**src/rtl/softmax_row_collector_pkg.sv**
```systemverilog
// Shared self-attention definitions: default geometry of the softmax slice and the
// collector state encoding.
package softmax_row_collector_pkg;

  localparam int unsigned DEFAULT_WIDTH      = 16;
  localparam int unsigned DEFAULT_COL        = 64;
  localparam int unsigned DEFAULT_TILE_SIZE  = 8;
  localparam int unsigned DEFAULT_NUM_CORES  = 2;
  localparam int unsigned DEFAULT_BLOCK_SIZE = 2;

  localparam int unsigned ROWS       = DEFAULT_NUM_CORES * DEFAULT_BLOCK_SIZE;
  localparam int unsigned NUM_TILES  = DEFAULT_COL / DEFAULT_TILE_SIZE;
  localparam int unsigned TILE_WIDTH = DEFAULT_WIDTH * DEFAULT_TILE_SIZE;

  typedef enum logic [1:0] {
    S_IDLE,
    S_STREAM,
    S_DONE
  } state_e;

endpackage

```
**src/rtl/softmax_tile_buffer.sv**
```systemverilog
// One softmax row: NUM_TILES tile registers with a single write port and an
// asynchronous read port. Contents are deliberately not reset.
module softmax_tile_buffer #(
  parameter int unsigned NUM_TILES  = 8,
  parameter int unsigned TILE_WIDTH = 128,
  localparam int unsigned IDX_W     = $clog2(NUM_TILES)
) (
  input  logic                  clk,
  input  logic                  we,
  input  logic [IDX_W-1:0]      waddr,
  input  logic [TILE_WIDTH-1:0] wdata,
  input  logic [IDX_W-1:0]      raddr,
  output logic [TILE_WIDTH-1:0] rdata
);

  logic [TILE_WIDTH-1:0] mem_q [NUM_TILES];

  always_ff @(posedge clk) begin
    if (we) begin
      mem_q[waddr] <= wdata;
    end
  end

  assign rdata = mem_q[raddr];

endmodule

```
**src/rtl/softmax_row_collector.sv**
```systemverilog
// Collects per-row softmax output tiles and emits them column by column once every
// row has delivered the tile at the current read index.
module softmax_row_collector
  import softmax_row_collector_pkg::*;
#(
  parameter int unsigned WIDTH              = DEFAULT_WIDTH,
  parameter int unsigned COL                = DEFAULT_COL,
  parameter int unsigned TILE_SIZE          = DEFAULT_TILE_SIZE,
  parameter int unsigned NUM_CORES_A_Qn_KnT = DEFAULT_NUM_CORES,
  parameter int unsigned BLOCK_SIZE         = DEFAULT_BLOCK_SIZE,
  localparam int unsigned ROWS       = NUM_CORES_A_Qn_KnT * BLOCK_SIZE,
  localparam int unsigned NUM_TILES  = COL / TILE_SIZE,
  localparam int unsigned TILE_WIDTH = WIDTH * TILE_SIZE,
  localparam int unsigned IDX_W      = $clog2(NUM_TILES),
  localparam int unsigned CNT_W      = $clog2(NUM_TILES + 1)
) (
  input  logic                         clk,
  input  logic                         rst_n,
  input  logic [ROWS-1:0]              tile_in_valid,
  input  logic [ROWS*TILE_WIDTH-1:0]   tile_in_data,
  output logic [ROWS-1:0]              tile_in_ready,
  output logic                         out_valid,
  input  logic                         out_ready,
  output logic [ROWS*TILE_WIDTH-1:0]   out_data,
  output logic [IDX_W-1:0]             out_tile_idx,
  output logic                         out_last,
  output logic                         slice_done,
  output logic                         overflow_err
);

  state_e            state_q, state_d;
  logic [IDX_W-1:0]  rd_idx_q;
  logic [CNT_W-1:0]  wr_cnt_q [ROWS];
  logic              overflow_q;

  logic [ROWS-1:0]   accept;
  logic              col_ready;
  logic              handshake;
  logic              overflow_set;

  always_comb begin
    tile_in_ready = '0;
    accept        = '0;
    col_ready     = 1'b1;
    for (int r = 0; r < ROWS; r++) begin
      tile_in_ready[r] = (wr_cnt_q[r] != CNT_W'(NUM_TILES)) && (state_q != S_DONE);
      accept[r]        = tile_in_valid[r] && tile_in_ready[r];
      if (wr_cnt_q[r] <= CNT_W'(rd_idx_q)) begin
        col_ready = 1'b0;
      end
    end
  end

  assign out_valid    = (state_q == S_STREAM) && col_ready;
  assign handshake    = out_valid && out_ready;
  assign out_tile_idx = rd_idx_q;
  assign out_last     = (rd_idx_q == IDX_W'(NUM_TILES - 1));
  assign slice_done   = (state_q == S_DONE);
  assign overflow_err = overflow_q;
  // Tiles offered while the slice is being retired are refused silently.
  assign overflow_set = (|(tile_in_valid & ~tile_in_ready)) && (state_q != S_DONE);

  always_comb begin
    state_d = state_q;
    unique case (state_q)
      S_IDLE:   if (|accept) state_d = S_STREAM;
      S_STREAM: if (handshake && out_last) state_d = S_DONE;
      S_DONE:   state_d = S_IDLE;
      default:  state_d = S_IDLE;
    endcase
  end

  always_ff @(posedge clk) begin
    if (!rst_n) begin
      state_q    <= S_IDLE;
      rd_idx_q   <= '0;
      overflow_q <= 1'b0;
      for (int r = 0; r < ROWS; r++) begin
        wr_cnt_q[r] <= '0;
      end
    end else begin
      state_q <= state_d;
      if (overflow_set) begin
        overflow_q <= 1'b1;
      end
      if (state_q == S_DONE) begin
        rd_idx_q <= '0;
        for (int r = 0; r < ROWS; r++) begin
          wr_cnt_q[r] <= '0;
        end
      end else begin
        // The final column leaves rd_idx parked; S_DONE clears it.
        if (handshake && !out_last) begin
          rd_idx_q <= rd_idx_q + IDX_W'(1);
        end
        for (int r = 0; r < ROWS; r++) begin
          if (accept[r]) begin
            wr_cnt_q[r] <= wr_cnt_q[r] + CNT_W'(1);
          end
        end
      end
    end
  end

  for (genvar r = 0; r < ROWS; r++) begin : g_row
    softmax_tile_buffer #(
      .NUM_TILES  (NUM_TILES),
      .TILE_WIDTH (TILE_WIDTH)
    ) u_buf (
      .clk   (clk),
      .we    (accept[r]),
      .waddr (wr_cnt_q[r][IDX_W-1:0]),
      .wdata (tile_in_data[r*TILE_WIDTH +: TILE_WIDTH]),
      .raddr (rd_idx_q),
      .rdata (out_data[r*TILE_WIDTH +: TILE_WIDTH])
    );
  end

endmodule

```
**config.mk**
```make
export PLATFORM = sky130hd
export DESIGN_NAME = softmax_row_collector
export DESIGN_NICKNAME = d
export VERILOG_FILES = /design/src/rtl/softmax_row_collector_pkg.sv /design/src/rtl/softmax_tile_buffer.sv /design/src/rtl/softmax_row_collector.sv
export SDC_FILE = /design/constraint.sdc
export NUM_CORES = 2
export LEC_CHECK = 0
export ABC_AREA = 0
export CAP_MARGIN = 20
export CORE_UTILIZATION = 53
export DETAILED_ROUTE_END_ITERATION = 8
export GPL_ROUTABILITY_DRIVEN = 0
export PLACE_DENSITY = 0.81
export SETUP_SLACK_MARGIN = 0.02
export SLEW_MARGIN = 15
export SYNTH_ARGS = -nofsm -noshare
export SYNTH_HDL_FRONTEND = slang
export SYNTH_MEMORY_MAX_BITS = 65536
export SYNTH_SLANG_ARGS = --single-unit
```
**constraint.sdc**
```tcl
create_clock -name clk -period 11.2 [get_ports clk]
set_input_delay 1.68 -clock clk [delete_from_list [all_inputs] [get_ports clk]]
set_output_delay 1.68 -clock clk [all_outputs]
set_load 0.03 [all_outputs]
```
==> results by group <==
Global routing
  – Gr busiest metal: met2
  – Largest net degree at the start of global routing: 144
  – Vias in the first global route: 74000
  – Total congestion overflow: 0
  – First-pass GRT wire length: 522 mm
  – Total global-route track usage: 24.4%
  – Initial antenna violation count: 145
  – Met2 Use GR: 39.6%
  – M1 GR Usage: 29.7%
  – Met3 Use GR: 7.93%

Place
  – Port Buf Inserts: 1041
  – Post-DP HPWL: 196 mm

Clocking
  – Clk pin slew, worst setup/hold paths: 0.06 ns
  – CTS tree: yes
  – Clock Latency Late Sink: 0.91 ns
  – TritonCTS Buffers: 401
  – Root buffer cell: clkbuf_16
  – Clk sink count: 4121
  – Hold_buf cts: 0
  – Postcts setup bufs: 0
  – Htree depth: 5
  – Longest Clk Path Bufs: 4
  – Post_cts resized: 0

Detailed routing
  – Avg WL per Cell: 31.3 um
  – Routed wire length: 366 mm
  – Vias: 71400
  – Router iterations before antenna repair: 6
  – DRT iter0 DRCs: 7823
  – Antenna-violating nets left: 0
  – Post-route DRC: 0
  – Via-to-Cell Ratio: 6.10

Setup path
  – R2R Path Start: wr_cnt_q[3][1]
  – Crit path DAT: 5.19 ns
  – Startpoint Class: register
  – CP max-delay cell: buf_4
  – Crit-path cells: buf_4 -> buf_4 -> mux4_2 -> mux2_2 -> clkdlybuf4s50_1
  – Kind of critical path: register to primary output
  – Worst R2R End: g_row[3].u_buf.mem_q[6][100]
  – Worst-path fanout max: 76
  – Crit. End Element: primary output
  – Critical Path Max Stage Delay: 0.96 ns
  – Setup slack, reg-to-reg: 6.41 ns
  – Crit path required time: 9.52 ns
  – Crit path top cell by count: buf_4
  – Cells on worst reg2reg path: 9

Floorplan
  – Die Span Y: 543 um
  – Die X: 543 um
  – Core Region: 291000 sq um
  – Initial Util: 53.3%
  – # rows: 198
  – Total die area: 295000 sq um
  – Io pins: 1042

Power and ir drop
  – Leakage power: 0.0557 uW
  – PD cells: 178 nW/um^2
  – Post-layout total power: 32500 uW
  – Max rail drop VDD: 0.000172 V

Finish
  – Filler cells: 18000
  – Fraction of layout cells with a size suffix above 1: 28.8%
  – Final #Nets: 7925
  – Layout area overhead: 18.1%
  – Area of the multi-input gates: 30200 sq um
  – Register area: 124000 sq um

STA
  – Fin crit period: 6.87 ns
  – Final Hold Vio Count: 0
  – Number of setup violations in the final report: 0
  – RSZ-0062 raised after global routing: no
  – Skew final: 0.0616 ns
  – Setup TNS: 0 ns
  – Slew headroom: 16.6%
  – Slew @ Worst Pin: 1.25 ns
  – Tcrit/Tclk final: 61.3%
  – Fin. max-slew vios: 0
  – Fmax: 0.146 GHz

Yosys
  – Ys Warns: 0
  – Post-synth EDFFs: 4108
  – Syn Nets: 6679
  – Synth Cell Area: 155000 sq um
  – Asr flop ratio synth: 0%
  – Syn_area_per_cell: 25.3 sq um
  – Register area share after synthesis: 79.7%
  – Synth Register Bits: 4121
  – Main flop type after synthesis: edfxtp_1
  – Distinct cell type count after synthesis: 35
  – Mapped Cells: 6138

Worst hold path
  – Hold Path End: overflow_err
  – Worst min path class: register to register
  – Worst Hold Launch: overflow_err
  – Hold path depth: 2

Flow run
  – Total of max-cap violations: 0

Run status
  – Outcome: complete, no violations
==> state kept, by name (all words and copies together) (netlist names), named ones only <==
register / count
state_q: 2
g_row.u_buf.mem_q: 4096
out_tile_idx: 3
wr_cnt_q: 16
overflow_err: 1
==> report_power, final <==
group          internal (uW)  switching [uW]
Sequential             17400             121
Clock                   7310            5750
Combinational            768            1130
Total                  25500            7000
==> worst max path at each step <==
| stage | end | slack, ns | depth (start not counted) | startpoint |
|---|---|---|---|---|
| floorplan | g_row[0].u_buf.mem_q[4][0] | 3.23 | 3 | tile_in_valid[0] |
| global placement | out_data[486] | 5.28 | 5 | register |
| detailed placement | out_data[499] | 5.27 | 5 | register |
| CTS | out_data[386] | 4.19 | 5 | register |
| global route | out_data[386] | 3.95 | 5 | register |
| finish | out_data[486] | 4.33 | 5 | register |
==> critical path: cells and delay by family, from the launching register on <==
family,cells,cell delay [ns]
buffers and inverters,3,2.43
muxes,2,0.70
DFF,1,0.92
==> layout by cell type (no fill, tap or decap), types with 4 or more instances in the layout <==
cell and count:
edfxtp_1 4108, clkdlybuf4s50_1 1041, mux4_2 1024, mux2_2 512, clkbuf_16 405, diode_2 93, clkinv_1 93, clkinv_2 91
clkbuf_1 78, buf_4 57, nand2_1 36, buf_12 34, bufinv_16 28, nor2_4 24, ha_1 22, inv_1 20
nor2_1 16, dfxtp_1 10, nor3_4 8, inv_16 8, clkinv_16 8, inv_6 7, clkinvlp_4 7, and3_1 6
nand3_1 6, nand2b_1 5, a21oi_1 5, mux2i_1 5, nand3b_1 4, xnor2_1 4, xor2_1 4, clkinv_8 4
==> cell usage after synthesis, drive strengths merged, types with 5 or more instances <==
cell / instances / area share [%]
a21oi: 5 / 0.016
and3: 6 / 0.024
buf: 152 / 0.65
clkbuf: 137 / 0.33
dfxtp: 13 / 0.17
edfxtp: 4108 / 80
ha: 22 / 0.18
inv: 20 / 0.048
mux2: 512 / 3.7
mux2i: 5 / 0.032
mux4: 1024 / 15
nand2: 36 / 0.087
nand2b: 5 / 0.020
nand3: 6 / 0.019
nor2: 40 / 0.097
nor3: 10 / 0.032
==> area by class of cell <==
class / instances / share of cell area, %
sequential: 4121 / 67.5
multi-input combinational: 1708 / 16.5
timing repair buffer: 1132 / 6.29
antenna: 93 / 0.127
tap: 3900 / 2.66
clock buffer: 483 / 5.69
clock inverter: 247 / 1.22
inverter: 20 / 0.0410
==> metrics by stage <==
stage | util (%) | area [sq um] | hold WS [ns] | cells | setup slack (ns)
6_report | 62.9 | 183000 | 0.497 | 11700 | 4.33
5_1_grt | 62.9 | 183000 | 0.522 | 11700 | 3.95
4_1_cts | 62.8 | 183000 | 0.496 | 11600 | 4.19
3_5_place_dp | 58.5 | 170000 | 0.474 | 10900 | 5.27
3_3_place_gp | 58.5 | 170000 | 0.446 | 10900 | 5.28
2_1_floorplan | - | 155000 | 0.467 | 6138 | 3.23
==> logic make-up after synthesis <==
| group | synth area share, % |
|---|---|
| buffers and inverters | 1.03 |
| AO/OA/AOI/OAI | 0.0734 |
| adder cells (fa/ha/maj) | 0.177 |
| flip-flops | 79.7 |
| AND/OR/NAND/NOR | 0.356 |
| multiplexers | 18.6 |
| XOR/XNOR | 0.0452 |
==> per-layer routing <==
layer  part of all wire (%)  vias up  wire length [um]
met5                   0.22        -               819
met4                    5.0      126             18300
met3                     11      846             39000
met2                     50     3545            181000
met1                     35    37800            127000
li1                       -    29100                 -
No activity file was read; power rests on OpenSTA's default activity.
